<file path="src/rtl/clk_tick_timer.sv">
// clk_tick_timer: turns a sampled divided-clock level into tick enables
// and drives a one-shot/periodic countdown of div_clk rising edges.
module clk_tick_timer #(
    parameter int COUNT_WIDTH = 16
) (
    input  logic                   clk_in,
    input  logic                   rst,
    input  logic                   div_clk,
    input  logic                   start,
    input  logic                   periodic,
    input  logic [COUNT_WIDTH-1:0] load_value,
    output logic                   tick,
    output logic                   expire,
    output logic                   busy,
    output logic [COUNT_WIDTH-1:0] remaining
);

    typedef enum logic {
        IDLE,
        RUN
    } state_t;

    localparam logic [COUNT_WIDTH-1:0] ONE = COUNT_WIDTH'(1);

    state_t                 state_q;
    state_t                 state_d;
    logic                   div_q;
    logic                   rise;
    logic                   start_ok;
    logic                   abort;
    logic                   count;
    logic                   expire_d;
    logic                   per_reg;
    logic                   per_d;
    logic [COUNT_WIDTH-1:0] load_reg;
    logic [COUNT_WIDTH-1:0] load_d;
    logic [COUNT_WIDTH-1:0] rem_d;

    assign rise     = div_clk & ~div_q;
    assign start_ok = start & (load_value != '0);
    assign abort    = start & ~start_ok;
    // a start in the same cycle as an edge wins; that edge is not counted
    assign count    = ~start & rise;
    assign busy     = (state_q == RUN);

    always_comb begin
        state_d  = state_q;
        rem_d    = remaining;
        load_d   = load_reg;
        per_d    = per_reg;
        expire_d = 1'b0;
        unique case (state_q)
            IDLE: begin
                if (start_ok) begin
                    rem_d   = load_value;
                    load_d  = load_value;
                    per_d   = periodic;
                    state_d = RUN;
                end
            end
            RUN: begin
                unique case (1'b1)
                    start_ok: begin
                        rem_d  = load_value;
                        load_d = load_value;
                        per_d  = periodic;
                    end
                    abort: begin
                        rem_d   = '0;
                        state_d = IDLE;
                    end
                    count: begin
                        if (remaining > ONE) begin
                            rem_d = remaining - ONE;
                        end else begin
                            expire_d = 1'b1;
                            if (per_reg) begin
                                rem_d = load_reg;
                            end else begin
                                rem_d   = '0;
                                state_d = IDLE;
                            end
                        end
                    end
                    default: ;
                endcase
            end
            default: state_d = IDLE;
        endcase
    end

    always_ff @(posedge clk_in) begin
        if (rst) begin
            state_q   <= IDLE;
            div_q     <= 1'b1;
            tick      <= 1'b0;
            expire    <= 1'b0;
            remaining <= '0;
            load_reg  <= '0;
            per_reg   <= 1'b0;
        end else begin
            state_q   <= state_d;
            div_q     <= div_clk;
            tick      <= rise;
            expire    <= expire_d;
            remaining <= rem_d;
            load_reg  <= load_d;
            per_reg   <= per_d;
        end
    end

endmodule

</file>
<file path="config.mk">
export PLATFORM = sky130hd
export DESIGN_NAME = clk_tick_timer
export DESIGN_NICKNAME = d
export VERILOG_FILES = /design/src/rtl/clk_tick_timer.sv
export SDC_FILE = /design/constraint.sdc
export NUM_CORES = 1
export LEC_CHECK = 0
export CAP_MARGIN = 40
export CORE_AREA = 2 2 87 56
export DETAILED_ROUTE_END_ITERATION = 12
export DIE_AREA = 0 0 89 58
export PLACE_DENSITY = 0.85
export SYNTH_ARGS = -nofsm -noshare
export SYNTH_HDL_FRONTEND = slang
export SYNTH_SLANG_ARGS = --single-unit
</file>
<file path="constraint.sdc">
create_clock -name clk_in -period 2.32 [get_ports clk_in]
set_clock_uncertainty 0.15 [all_clocks]
set_input_delay 0.232 -clock clk_in [delete_from_list [all_inputs] [get_ports clk_in]]
set_output_delay 0.232 -clock clk_in [all_outputs]
set_load 0.1 [all_outputs]
</file>
==> PnR_summary.wiki, run 1 <==
{| class="wikitable"
! Metric !! Value
|-
| Root Buffer || sky130_fd_sc_hd__clkbuf_8
|-
| Worst path required time || 2380 ps
|-
| Combinational group share of total power || 0.327
|-
| Result of the run || completed
|-
| Lkg Pwr || 0.00104 µW
|-
| Period Utilization, post-route || 0.965
|-
| Worst-case reg-to-reg path depth || 7
|-
| CTS tree || yes
|-
| Post-layout total power || 1720 µW
|-
| RD Place Congestion || 0.863
|-
| Critical path capture point type || flip-flop
|-
| Cell type group with the largest total delay on the critical path || simple AND/OR/NAND/NOR gates
|-
| Worst Max-Slew Pin Slew || 596 ps
|-
| P_int || 1080 µW
|-
| Cell taking the most area after synthesis || sky130_fd_sc_hd__dfxtp_1
|-
| Setup Slack @ Placement || -31.4 ps
|-
| Overall track demand over capacity in global routing || 0.228
|-
| Register area share after synthesis || 0.386
|-
| Max FO, Critical Path || 7
|-
| Max Fclk || 447 MHz
|-
| Critical-path cell list || or4_4 -> nor4_4 -> buf_4 -> and2_2 -> and3_1 -> o21ai_1 -> a311oi_1
|-
| Latest clock arrival within the worst-skew pair || 300 ps
|-
| Switching part of the total || 0.372
|-
| # IOs || 40
|-
| Number of buffers created by CTS || 5
|-
| Count of warnings emitted by yosys || 0
|-
| Slowest stage cell on the critical path || sky130_fd_sc_hd__or4_4
|-
| Length of routed met2 wiring || 2.46 mm
|-
| Synth Flop Type || sky130_fd_sc_hd__dfxtp_1
|-
| Worst setup path class || reg2reg
|-
| Setup-failing EPs final || 0
|-
| HPWL reported at the end of detailed placement || 4.05 mm
|-
| Max incr delay on CP || 630 ps
|-
| Seq cells post-synth || 37
|-
| Total count of max-transition violations in the final report || 0
|-
| N_diodes || 0
|-
| Worst setup path endpoint || remaining[1]
|-
| Std-Cell Rows || 19
|-
| Pin count of the biggest net entering global routing || 38
|-
| Die ar. || 0.00516 mm²
|-
| Endpoint of the worst register-to-register path || remaining[1]
|-
| Sequential cell area || 771 µm²
|-
| Post-route minimum period || 2240 ps
|-
| Final critical-path setup slack || 81.2 ps
|-
| Number of non-filler instances in the completed layout || 362
|-
| Synth async-reset ratio || 0
|-
| Met1 wire length || 2.77 mm
|-
| Slew margin rel. || 0.602
|-
| First-pass DRT Iterations || 4
|-
| Source of the worst register-to-register timing path || remaining[5]
|-
| Worst R2R Setup Slack || 80 ps
|-
| IO buf count || 39
|-
| CP Data Arrival Time || 2290 ps
|-
| Avg Cell Area, Syn || 7.81 µm²
|-
| Detail Route met3 WL || 593 µm
|-
| Number of cells on the worst hold path || 2
|-
| Post-Synthesis Cell Area || 0.00192 mm²
|-
| Start point of the critical path || remaining[5]
|-
| First-pass GRT wire length || 8.83 mm
|-
| Portion of total power attributed to the clock network || 0.253
|-
| GRT Residual Overflow || 0
|-
| Post-synthesis instance total || 246
|-
| Class of the tightest hold or removal check || reg2reg
|-
| Drc violations || 0
|-
| Clock transition at the registers of the reported paths || 70 ps
|-
| Clock net sink count || 37
|-
| Width of the chip || 89 µm
|-
| Relative contribution of sequential cells to total power || 0.420
|-
| Topmost layer with routed signal wires || met4
|-
| Die height || 58 µm
|-
| Fin. Hold Viols || 0
|-
| Reported max-cap violation count || 0
|-
| Starting utilization of the core area || 0.439
|-
| Vias in the first global route || 1760
|-
| Filler cells || 410
|-
| Initial antenna violation count || 0
|-
| Avg Vias per Cell || 5.67
|-
| Area of the multi-input gates || 0.00116 mm²
|-
| Leading post-synthesis cells by cell area || sky130_fd_sc_hd__dfxtp_1, sky130_fd_sc_hd__nand2_1, sky130_fd_sc_hd__a311oi_1, sky130_fd_sc_hd__nor2_1, sky130_fd_sc_hd__a21oi_1
|-
| Number of buffers between clock root and the deepest sink || 2
|-
| H-tree lvl count || 2
|-
| Post-Place Cells || 348
|-
| DRC marker count from the first detailed-route iteration || 166
|-
| Power density cells || 659 mW/mm²
|-
| Number of distinct library cells after synthesis || 39
|-
| Net switching power of the design || 639 µW
|-
| Wire per inst || 16.3 µm
|-
| Total Routed Length || 5.89 mm
|-
| Placeable core region || 0.00437 mm²
|-
| Total vias in the final route || 2053
|-
| Area fraction of the dominant cell type after synthesis || 0.386
|-
| Worst path depth || 7
|-
| Net count after synthesis || 269
|-
| Fraction of layout instances using a drive strength above 1 || 0.258
|-
| Post-DRT Antenna Nets || 0
|-
| Worst hold slack across all endpoints || 305 ps
|-
| Min-Delay Startpoint || load_reg[2]
|-
| EDFF count, synth || 0
|-
| Critical path buffers and inverters || 1
|-
| Final-stage net count || 321
|-
| Worst IR Drop VDD || 293 µV
|-
| Area growth from synthesis to layout || 35.6%
|-
| Startpoint types || flip-flop
|}
[cells by family (layout without fill, tap and decap cells)]
group / count (synthesis) / in the layout / synth area share
AOI/OAI and AO/OA: 52 / 52 / 0.177
adders and majority gates: 2 / 2 / 0.0130
buffers and inverters: 20 / 71 / 0.0554
xor gates and xnor gates: 13 / 13 / 0.0593
DFF: 37 / 37 / 0.386
and+or+nand+nor: 122 / 124 / 0.309
[cell usage after synthesis, types with 3 or more instances]
cell type and instances:
sky130_fd_sc_hd__xnor2_1 7, sky130_fd_sc_hd__a311oi_1 15, sky130_fd_sc_hd__nor4_1 7, sky130_fd_sc_hd__xor2_1 6, sky130_fd_sc_hd__and3_1 9, sky130_fd_sc_hd__dfxtp_1 37
sky130_fd_sc_hd__nor2_1 31, sky130_fd_sc_hd__nand2_1 51, sky130_fd_sc_hd__o211ai_1 6, sky130_fd_sc_hd__a21oi_1 19, sky130_fd_sc_hd__clkbuf_1 12, sky130_fd_sc_hd__nor3_1 5
sky130_fd_sc_hd__inv_1 3, sky130_fd_sc_hd__o21ai_1 7
[worst register-to-register path, delay by kind of cell, from the launching register on]
kind | cells | cell delay [ps]
buf+inv | 1 | 180
compound gates | 2 | 300
simple gates | 4 | 1190
flops | 1 | 350
[stage by stage]
step	utilization	setup TNS, ps	cell area [µm²]
after global placement	0.552	0	2420
after CTS	0.575	0	2510
after floorplan	-	0	1960
after global routing	0.596	-16.0	2610
after detailed placement	0.552	-111	2420
final	0.596	0	2610
[worst min-delay path by stage]
stage	end	slack, ps
after floorplan	div_q	190
after global placement	load_reg[3]	290
after detailed placement	load_reg[2]	290
after CTS	load_reg[2]	300
after global routing	load_reg[2]	320
final	load_reg[2]	300
[timing repair]
action	in CTS	in global routing
resized for setup	3	11
gates cloned	0	3
buffers inserted	0	3
hold buffers	0	0
endpoints found under the setup margin	2	13
pin swaps	1	5
[layout by cell type, fill, tap and decap left out, drive strengths merged, types with 3 or more instances in the layout]
cell type      count
a21oi             19
a311oi            15
and2               4
and3               9
buf               40
clkbuf             5
clkdlybuf4s50     20
clkinv             3
dfxtp             37
inv                3
nand2             51
nor2              31
nor3               5
nor4               8
o211ai             6
o21ai              9
or4                3
xnor2              7
xor2               6
[layout make-up]
class	instances	area share
Clock buffer	5	0.0264
Clock inverter	3	0.00480
Inverter	3	0.00432
Multi-Input combinational cell	191	0.446
Sequential cell	37	0.296
Tap cell	63	0.0303
Timing Repair Buffer	60	0.193
[metal layers]
metal	vias up	global-route usage
li1	978	-
met1	956	0.353
met2	111	0.300
met3	8	0.0627
met4	0	0.0832
met5	-	0
[power by group through the flow]
stage                     Clock (µW)  Sequential (µW)  Combinational (µW)
after floorplan                    0              883                 207
after global placement             0              731                 500
after detailed placement           0              734                 506
after CTS                        445              720                 515
after global routing             477              725                 592
final                            435              720                 560
Note: power is estimated with default switching activity, not from simulation.
==> run 2: changes to the inputs <==
Settings changed: CORE_AREA 2 2 87 56 to 4 4 82 54, DIE_AREA 0 0 89 58 to 0 0 86 58, PLACE_DENSITY 0.85 to 0.93.
Clock period 2.32 ns to 2.75 ns, I/O delays scaled along.
==> PnR_summary.wiki, run 2 (synthesized netlist as in run 1, its figures left out) <==
{| class="wikitable"
! Metric !! Value
|-
| Met2 global-route usage || 0.317
|-
| Drc violations || 0
|-
| First-pass DRT Iterations || 5
|-
| Final-stage net count || 306
|-
| Area growth from synthesis to layout || 23.6%
|-
| Fraction of layout instances using a drive strength above 1 || 0.138
|-
| Start point of the critical path || remaining[10]
|-
| Total Negative Setup Slacks || 0 ps
|-
| Total vias in the final route || 1958
|-
| Latest clock arrival within the worst-skew pair || 290 ps
|-
| Post-route core utilization || 0.660
|-
| Initial antenna violation count || 0
|-
| Starting utilization of the core area || 0.534
|-
| Clock transition at the registers of the reported paths || 70 ps
|-
| H-tree lvl count || 2
|-
| P_int || 897 µW
|-
| Met3 track demand over resource || 0.0767
|-
| Source of the worst register-to-register timing path || remaining[10]
|-
| CTS tree || yes
|-
| Std-Cell Rows || 17
|-
| Number of buffers between clock root and the deepest sink || 2
|-
| Unrepaired setup endpoints after global routing || false
|-
| GRT Residual Overflow || 0
|-
| Net switching power of the design || 497 µW
|-
| Post-route minimum period || 2530 ps
|-
| Worst setup path class || reg2reg
|-
| Die height || 58 µm
|-
| IO buf count || 39
|-
| Reported max-cap violation count || 0
|-
| Result of the run || completed
|-
| Root Buffer || sky130_fd_sc_hd__clkbuf_8
|-
| CTS resizes || 0
|-
| First-pass GRT wire length || 8.72 mm
|-
| Worst Max-Slew Pin Slew || 637 ps
|-
| Pin count of the biggest net entering global routing || 38
|-
| Post-route cell area || 0.00237 mm²
|-
| Slew margin rel. || 0.575
|-
| Sequential cell area || 741 µm²
|-
| Clock net sink count || 37
|-
| Area of the multi-input gates || 0.00107 mm²
|-
| N_diodes || 0
|-
| Post-place instance area || 0.00229 mm²
|-
| Die ar. || 0.00499 mm²
|-
| # IOs || 40
|-
| Worst IR Drop VDD || 340 µV
|-
| Period Utilization, post-route || 0.920
|-
| Setup-failing EPs final || 0
|-
| Total count of max-transition violations in the final report || 0
|-
| Combinational group share of total power || 0.289
|-
| Critical path capture point type || flip-flop
|-
| GR met1 Demand/Resource || 0.319
|-
| Vias in the first global route || 1805
|-
| RD Place Congestion || 0.891
|-
| Global-route layer with the greatest usage || met1
|-
| Number of buffers created by CTS || 5
|-
| Class of the tightest hold or removal check || reg2reg
|-
| CP Data Arrival Time || 2580 ps
|-
| DRC marker count from the first detailed-route iteration || 165
|-
| Most frequent cells in the layout || sky130_fd_sc_hd__nand2_1, sky130_fd_sc_hd__dfxtp_1, sky130_fd_sc_hd__nor2_1
|-
| Switching part of the total || 0.357
|-
| Number of non-filler instances in the completed layout || 330
|-
| Placeable core region || 0.00359 mm²
|-
| Min-Delay Startpoint || load_reg[5]
|-
| Total of hold buffers inserted after clock tree synthesis || 0
|-
| Startpoint types || flip-flop
|-
| Lkg Pwr || 0.000953 µW
|-
| Total Routed Length || 5.12 mm
|-
| Worst path required time || 2800 ps
|-
| Filler cells || 329
|-
| HPWL reported at the end of detailed placement || 3.71 mm
|-
| Leading cell type in the layout, fill and taps excluded || sky130_fd_sc_hd__nand2_1
|-
| Max Fclk || 395 MHz
|-
| Avg Vias per Cell || 5.93
|-
| Relative contribution of sequential cells to total power || 0.435
|-
| Post-DRT Antenna Nets || 0
|-
| Power density cells || 588 mW/mm²
|-
| Post CTS Setup Buffer Count || 0
|-
| Fin. Hold Viols || 0
|-
| Max FO, Critical Path || 31
|-
| Wire per inst || 15.5 µm
|-
| Width of the chip || 86 µm
|-
| Post-Place Cells || 323
|-
| Portion of total power attributed to the clock network || 0.276
|-
| Overall track demand over capacity in global routing || 0.222
|}
-- run 2: cell count changes in the layout (fill, tap and decap cells not counted), sizes merged --
cell,change
buf,-13
clkinv,-3
and2,-2
clkbuf,+2
-- run 2: through the flow --
step                total power (µW)  worst slack, ps  hold WS, ps
floorplan                        915             37.4          232
global placement                1010              336          288
finish                          1390              219          304
detailed placement              1020              218          293
CTS                             1400              220          304
global route                    1460             30.0          318
-- run 2: routing by layer --
metal / share of wire / up-vias
met5: 0 / -
met4: 0.0096 / 0
met3: 0.12 / 6
met2: 0.41 / 113
met1: 0.47 / 895
li1: - / 944
-- run 2: path summary, 6_finish.rpt --
check,endpoint,slack (ps),depth (start not counted)
max,remaining[3],220,6
min,load_reg[5],300,2
max reg2reg,remaining[3],220,6
min reg2reg,load_reg[5],300,2
-- run 2: area by class of cell --
class / count / area share
inverters: 3 / 0.00474
flip-flops and latches: 37 / 0.312
clock buffers: 7 / 0.0364
well taps: 47 / 0.0248
repair buffers: 47 / 0.170
multi-input cells: 189 / 0.452
-- run 2: worst max-delay path: stages, from the launching register on --
cell                       delay, ps
sky130_fd_sc_hd__dfxtp_1         360
sky130_fd_sc_hd__or4_1           570
sky130_fd_sc_hd__nor3_1          370
sky130_fd_sc_hd__and2_4          430
sky130_fd_sc_hd__and3_1          200
sky130_fd_sc_hd__o21ai_1          60
sky130_fd_sc_hd__a311oi_1        290
-- run 2: power by group through the flow --
stage               Combinational, µW  Clock (µW)  Sequential, µW
detailed placement                399           0             618
global route                      434         415             613
finish                            403         385             607
CTS                               401         391             607
global placement                  394           0             616
floorplan                         173           0             742
